[src/rtl/cache_refill_controller.sv]
// cache_refill_controller
// Miss handler that sits directly behind a direct-mapped cache.
//   - Hits in IDLE only bump the hit counter; this block never drives hit data.
//   - A miss stalls the CPU and latches the word-aligned address.
//   - The word is fetched from memory over a req/ready handshake, written into
//     the cache through a one-cycle fill strobe, then returned to the CPU.
//
// Ports
//   clk, rst_n                    clock, asynchronous active-low reset
//   req_valid_i, req_addr_i       CPU access and its byte address
//   cache_hit_i                   cache hit flag for req_addr_i
//   stall_o                       combinational pipeline freeze
//   mem_req_o, mem_addr_o         memory read request and word address
//   mem_ready_i, mem_rdata_i      memory ready/data-valid and read data
//   fill_en_o, fill_set_o,
//   fill_tag_o, fill_data_o       one-cycle cache fill port
//   data_o, data_valid_o          refilled word returned to the CPU
//   hit_count_o, miss_count_o     saturating statistics counters
module cache_refill_controller #(
    parameter int ADDR_WIDTH = 32,
    parameter int DATA_WIDTH = 32,
    parameter int SET_WIDTH  = 3,
    parameter int TAG_WIDTH  = 27,
    parameter int CNT_WIDTH  = 16
) (
    input  logic                  clk,
    input  logic                  rst_n,
    input  logic                  req_valid_i,
    input  logic [ADDR_WIDTH-1:0] req_addr_i,
    input  logic                  cache_hit_i,
    output logic                  stall_o,
    output logic                  mem_req_o,
    output logic [ADDR_WIDTH-1:0] mem_addr_o,
    input  logic                  mem_ready_i,
    input  logic [DATA_WIDTH-1:0] mem_rdata_i,
    output logic                  fill_en_o,
    output logic [SET_WIDTH-1:0]  fill_set_o,
    output logic [TAG_WIDTH-1:0]  fill_tag_o,
    output logic [DATA_WIDTH-1:0] fill_data_o,
    output logic [DATA_WIDTH-1:0] data_o,
    output logic                  data_valid_o,
    output logic [CNT_WIDTH-1:0]  hit_count_o,
    output logic [CNT_WIDTH-1:0]  miss_count_o
);

    typedef enum logic [1:0] {IDLE, MEM_REQ, FILL, RESUME} state_t;

    state_t                state_q, state_d;
    logic [ADDR_WIDTH-1:0] addr_q, addr_d;
    logic [DATA_WIDTH-1:0] rdata_q, rdata_d;
    logic [DATA_WIDTH-1:0] data_out_q, data_out_d;
    logic                  mem_req_q, mem_req_d;
    logic                  fill_en_q, fill_en_d;
    logic                  data_valid_q, data_valid_d;
    logic [CNT_WIDTH-1:0]  hit_q, hit_d;
    logic [CNT_WIDTH-1:0]  miss_q, miss_d;
    logic                  miss_detect;

    assign miss_detect = (state_q == IDLE) && req_valid_i && !cache_hit_i;

    // The CPU is frozen from the miss-detect cycle until the word is handed
    // back; in RESUME the pipeline already runs so it can consume data_o.
    assign stall_o = miss_detect || (state_q == MEM_REQ) || (state_q == FILL);

    always_comb begin
        state_d      = state_q;
        addr_d       = addr_q;
        rdata_d      = rdata_q;
        data_out_d   = data_out_q;
        hit_d        = hit_q;
        miss_d       = miss_q;
        mem_req_d    = 1'b0;
        fill_en_d    = 1'b0;
        data_valid_d = 1'b0;
        case (state_q)
            IDLE: begin
                if (req_valid_i) begin
                    if (cache_hit_i) begin
                        if (hit_q != {CNT_WIDTH{1'b1}}) hit_d = hit_q + CNT_WIDTH'(1);
                    end else begin
                        addr_d    = {req_addr_i[ADDR_WIDTH-1:2], 2'b00};
                        if (miss_q != {CNT_WIDTH{1'b1}}) miss_d = miss_q + CNT_WIDTH'(1);
                        mem_req_d = 1'b1;
                        state_d   = MEM_REQ;
                    end
                end
            end
            MEM_REQ: begin
                // Request stays up until ready is sampled; ready in the very
                // first request cycle is a legal zero-wait transfer.
                if (mem_ready_i) begin
                    rdata_d   = mem_rdata_i;
                    fill_en_d = 1'b1;
                    state_d   = FILL;
                end else begin
                    mem_req_d = 1'b1;
                end
            end
            FILL: begin
                data_out_d   = rdata_q;
                data_valid_d = 1'b1;
                state_d      = RESUME;
            end
            RESUME: begin
                state_d = IDLE;
            end
            default: begin
                state_d = IDLE;
            end
        endcase
    end

    always_ff @(posedge clk or negedge rst_n) begin
        if (!rst_n) begin
            state_q      <= IDLE;
            addr_q       <= '0;
            rdata_q      <= '0;
            data_out_q   <= '0;
            mem_req_q    <= 1'b0;
            fill_en_q    <= 1'b0;
            data_valid_q <= 1'b0;
            hit_q        <= '0;
            miss_q       <= '0;
        end else begin
            state_q      <= state_d;
            addr_q       <= addr_d;
            rdata_q      <= rdata_d;
            data_out_q   <= data_out_d;
            mem_req_q    <= mem_req_d;
            fill_en_q    <= fill_en_d;
            data_valid_q <= data_valid_d;
            hit_q        <= hit_d;
            miss_q       <= miss_d;
        end
    end

    assign mem_req_o    = mem_req_q;
    assign mem_addr_o   = addr_q;
    assign fill_en_o    = fill_en_q;
    // Set/tag split must stay identical to the cache's own indexing.
    assign fill_set_o   = addr_q[SET_WIDTH+1:2];
    assign fill_tag_o   = addr_q[ADDR_WIDTH-1 -: TAG_WIDTH];
    assign fill_data_o  = rdata_q;
    assign data_o       = data_out_q;
    assign data_valid_o = data_valid_q;
    assign hit_count_o  = hit_q;
    assign miss_count_o = miss_q;

endmodule

[config.mk]
export PLATFORM = sky130hd
export DESIGN_NAME = cache_refill_controller
export DESIGN_NICKNAME = d
export VERILOG_FILES = /design/src/rtl/cache_refill_controller.sv
export SDC_FILE = /design/constraint.sdc
export NUM_CORES = 1
export LEC_CHECK = 0
export CORE_UTILIZATION = 40
export CTS_BUF_LIST = sky130_fd_sc_hd__clkbuf_8
export DETAILED_ROUTE_END_ITERATION = 8
export PLACE_DENSITY = 0.76
export SYNTH_ARGS = -nofsm -noshare
export SYNTH_HDL_FRONTEND = slang
export SYNTH_SLANG_ARGS = --single-unit
[constraint.sdc]
create_clock -name clk -period 2.55 [get_ports clk]
set_input_delay 0.51 -clock clk [delete_from_list [all_inputs] [get_ports clk]]
set_output_delay 0.51 -clock clk [all_outputs]
set_load 0.01 [all_outputs]
==> Yosys cells after proc, flatten, opt, wreduce, memory -nomap -nowiden <==
Index checks and enable logic that the tools add are counted.
{ "word_totals": {"in_bits": 69, "register_bits": 131, "output_inout_bits": 162} }
{ "op_classes": {"eq_ne": 8, "reduce_logical": 11, "add_sub_neg": 2, "n_mux": 11, "bitwise": 1} }
{ "op_table": {"columns": ["cell", "n"], "rows": [
  ["adder 16 x 1 -> 16 bit (second input constant)", 2],
  ["!= test 16 bit (second input constant)", 2],
  ["case mux 2 bit (4 select lines)", 1],
  ["AND reduction 4 bit", 2],
  ["two-way mux 1 bit", 6],
  ["two-way mux 2 bit", 3],
  ["!= test 2 bit (second input constant)", 3],
  ["AND reduction 3 bit", 2],
  ["equality test 2 bit (second input constant)", 2],
  ["equality test 2 x 1 -> 1 bit (second input constant)", 1],
  ["logical AND 1 bit", 2],
  ["zero test 2 bit", 1],
  ["logical OR 1 bit", 2],
  ["case mux 1 bit (2 select lines)", 1],
  ["AND reduction 2 bit", 1],
  ["zero test 1 bit", 1],
  ["inverter 1 bit", 1]
]} }

==> Logic depth before layout (Yosys ltp) <==
{ "depth": {"word_depth": 5, "mapped_depth": 8} }

==> Least setup slack after synthesis <==
No wires, ideal clock.
{ "synth_path": {"path_kind": "register to output", "from": "register state_q[0]", "to": "output port stall_o", "stages_incl_launch_ff": 6, "setup_slack_ns": 0.782, "arrival_ns": 1.258, "t_required_ns": 2.040, "cell_sequence": "dfrtp_1 inv_1 ha_1 and3b_1 clkbuf_1 or3_1"} }
{ "synth_between": {"elab_chain_len": 5, "word_cells_on_any_way": 7, "classes_between": "eq/ne (2); reduce/logical (5)"} }
{ "synth_lines": {"columns": ["item", "line_no", "source"], "rows": [
  ["start, declared", "48", "state_t state_q, state_d;"],
  ["start signal, assigned", "125", "state_q <= state_d;"],
  ["zero test 2 bit", "59", "assign miss_detect = (state_q == IDLE) && req_valid_i && !cache_hit_i;"],
  ["logical AND 1 bit (2 in series)", "59", null],
  ["logical OR 1 bit", "63", "assign stall_o = miss_detect || (state_q == MEM_REQ) || (state_q == FILL);"],
  ["logical OR 1 bit *", "63", null],
  ["end, declared", "31", "output logic stall_o,"]
]} }
Mark *: on every way between the ends. The rest lies on a longest branch, timed or not.

==> Worst setup path after layout <==
Same ends and word-level chain as after synthesis.

==> results by group <==
Clock network
  – Number of buffers created by CTS: 17
  – Clock Sinks: 131
  – CTS tree: done
  – Clk buf depth: 2
  – H-tree Lvls: 4
  – Root Driver: clkbuf_8
  – Post-CTS setup buffers: 0
  – Worst-path clk slew: 70 ps
  – Skew-Pair Late Insertion Delay: 440 ps

GRT
  – Met2 usage: 0.334
  – GRT Overall Usage: 0.199
  – Vias in the first global route: 4324
  – M3 GR Usage: 0.106
  – Global route overflow: 0
  – Layer with the highest usage: met2
  – Met1 track demand over resource: 0.209
  – First-pass GRT wire length: 21.6 mm
  – Initial antenna violation count: 0
  – Largest net degree at the start of global routing: 48

Synthesis
  – Number of synthesized register bits: 131
  – Largest family of logic cells by synthesized area: multiplexers
  – Mapped cell area: 5460 µm²
  – Adder-cell area share of the yosys netlist: 0.0137
  – Library cells used by synthesis: 35
  – Syn Area/Cell: 12.3 µm²
  – Mux cell area share after synthesis: 0.136
  – Yosys Warn Count: 0
  – Synth Area in XOR/XNOR: 0.0481
  – Compound-Gate Fraction of Synth Area: 0.0144
  – Post-synthesis cell count: 444
  – Seq/Total Area, Yosys: 0.600
  – Simple-gate portion of the synthesized area: 0.128

Place
  – Global placement routability congestion: 0.807
  – Port Buffer Count: 226
  – Dpl hpwl: 9.51 mm
  – Inst Count DP: 810

Route
  – Detail Route Antenna Nets: 0
  – Routed vias: 4055
  – DR WL/cell: 15.7 µm
  – DRC errors left: 0
  – Initial DRC Count: 119
  – DRT Wirelength: 13.2 mm
  – Vias/cell: 4.82
  – DR pass1 iterations: 4

Timing
  – Fmax: 0.408 GHz
  – RSZ-0062 raised after global routing: no
  – Final Hold Fails: 0
  – Worst slew margin: 0.581
  – Crit share post-route: 0.962
  – Worst Skew: 8.72 ps
  – Min Tclk post-route: 2450 ps
  – Final-report setup violation count: 0
  – Fin Setup TNS: 0 ps
  – Worst slew pin tran: 629 ps
  – Final Max Slew Viols: 0

Setup path
  – Critical path required time: 2040 ps
  – Crit path capture: stall_o
  – Arrival time worst endpoint: 1940 ps
  – Reg2reg end: miss_count_o[11]
  – Startpoint types: flop
  – Crit Path Category: flop to primary output
  – Reg2Reg Depth: 8
  – Crit. Startpoint: state_q[0]
  – Worst setup EP type: primary output
  – CP Max Fanout: 4
  – Worst r2r src: state_q[0]
  – Flop-to-flop setup slack: 360 ps

Outcome
  – Status: complete, no violations

Floorplanning
  – Height of the die: 119 µm
  – Rows: 42
  – I/O pin count: 231
  – Die area: 14100 µm²
  – Core area: 13300 µm²
  – Die width: 119 µm
  – Starting Density: 0.411

Final layout
  – Non-Filler Instances: 841
  – Diode count: 0
  – Area Overhead vs Synth: 48.7%
  – Layout cells sized above 1: 0.168
  – Final nets: 728

Power and ir drop
  – P_leak: 3.58 nW
  – VDD IR max: 0.000580 V
  – P per Cell Area: 1170 nW/µm²

Flow run
  – Max_cap viols: 0

Hold path
  – Hold crit path type: primary input to asynchronous set/reset pin
[cell families (layout without fill, tap and decap cells)]
group,after synthesis,count (layout)
simple gates,148,148
mux,66,66
buf+inv,53,273
compound gates,9,9
flops,131,131
other cells,1,2
xor+xnor,30,30
fa+ha+maj,6,6
[flip-flops by register name (all words and copies together) (netlist names)]
| name | flops |
|---|---|
| state_q | 2 |
| data_o | 32 |
| mem_addr_o | 30 |
| fill_en_o | 1 |
| miss_count_o | 16 |
| mem_req_o | 1 |
| hit_count_o | 16 |
| fill_data_o | 32 |
| data_valid_o | 1 |
[layer usage]
metal | wire [µm] | part of all wire
met1 | 5000 | 0.38
met3 | 1550 | 0.12
met2 | 6420 | 0.48
met4 | 274 | 0.021
met5 | 0 | 0
[synth_stat cells (all sizes together)]
library cell / count / area share
nor4: 1 / 0.0011
nor2: 7 / 0.0048
o41a: 1 / 0.0039
or3: 1 / 0.0011
o21ai: 4 / 0.0037
nand2b: 1 / 0.0011
nand4: 9 / 0.010
and3b: 1 / 0.0016
and4: 3 / 0.0048
ha: 6 / 0.014
mux2: 66 / 0.14
buf: 35 / 0.046
a211o: 1 / 0.0016
clkbuf: 11 / 0.0076
inv: 7 / 0.0048
nor2b: 1 / 0.0025
conb: 1 / 0.00069
nor4b: 2 / 0.0071
a31oi: 1 / 0.0023
nand3b: 1 / 0.0014
dfrtp: 131 / 0.60
a2bb2oi: 1 / 0.0016
nand3: 12 / 0.014
xnor2: 20 / 0.032
nand2: 102 / 0.070
nor3: 2 / 0.0027
o21bai: 1 / 0.0014
xor2: 10 / 0.016
and3: 5 / 0.0057
[critical path, stage by stage (launching register included)]
cell           delay, ps
dfrtp_1              350
inv_1                 90
ha_1                 250
and3b_1              220
or3_1                320
dlygate4sd2_1        290
[stage by stage]
stage,cell area (µm²),power (mW),setup slack [ps],hold WS [ps],utilization
global route,8120,10.1,4.73,119,0.611
detailed placement,7760,7.99,33.8,494,0.583
floorplan,5470,5.57,782,214,-
CTS,8120,9.64,63.5,91.3,0.611
finish,8120,9.50,96.9,99.1,0.611
global placement,7760,7.85,81.7,480,0.583
[report_power, final]
part	internal (mW)	switching, mW	leakage [nW]	total [mW]
registers	2.93	0.611	1.62	3.55
clock network	0.828	0.778	0.189	1.61
logic	2.65	1.71	1.77	4.35
total	6.41	3.09	3.58	9.50
[layout make-up]
type / count / area (µm²)
timing repair buffer: 235 / 2360
multi-input combinational: 261 / 1870
clock buffer: 20 / 275
tap: 176 / 220
inverter: 7 / 26.3
sequential: 131 / 3280
clock inverter: 11 / 88.8
fill: 1049 / 5170
[repair_timing]
item	4_1_cts	5_1_grt
endpoints found under the setup margin	1	0
hold buffers	0	0
resized for setup	1	0
[cells in the final DEF, fill, tap and decap left out, drive strengths merged]
cell type | Yosys | routed
nand2b | 1 | 1
nand3 | 12 | 12
o21ai | 4 | 4
o41a | 1 | 1
mux2 | 66 | 66
clkbuf | 11 | 20
nor3 | 2 | 2
a31oi | 1 | 1
bufinv | 0 | 1
nor2b | 1 | 1
dfrtp | 131 | 131
conb | 1 | 2
and3b | 1 | 1
buf | 35 | 10
clkdlybuf4s50 | 0 | 224
a2bb2oi | 1 | 1
nand3b | 1 | 1
xor2 | 10 | 10
clkinvlp | 0 | 3
or3 | 1 | 1
nand2 | 102 | 102
ha | 6 | 6
o21bai | 1 | 1
nor2 | 7 | 7
and4 | 3 | 3
inv | 7 | 9
nor4b | 2 | 2
and3 | 5 | 5
dlygate4sd2 | 0 | 1
clkinv | 0 | 5
nand4 | 9 | 9
a211o | 1 | 1
nor4 | 1 | 1
xnor2 | 20 | 20
[how the worst min path moves through the flow]
stage / endpoint / slack, ps / from / cells past startpoint
after floorplan: data_o[0] / 210 / rst_n / 0
after global placement: mem_addr_o[13] / 480 / mem_addr_o[13] / 2
after detailed placement: mem_addr_o[13] / 490 / mem_addr_o[13] / 2
after CTS: fill_data_o[20] / 90 / rst_n / 1
after global routing: fill_data_o[20] / 120 / rst_n / 1
final: fill_data_o[13] / 100 / rst_n / 1
Power figures use the tool's default switching activity.
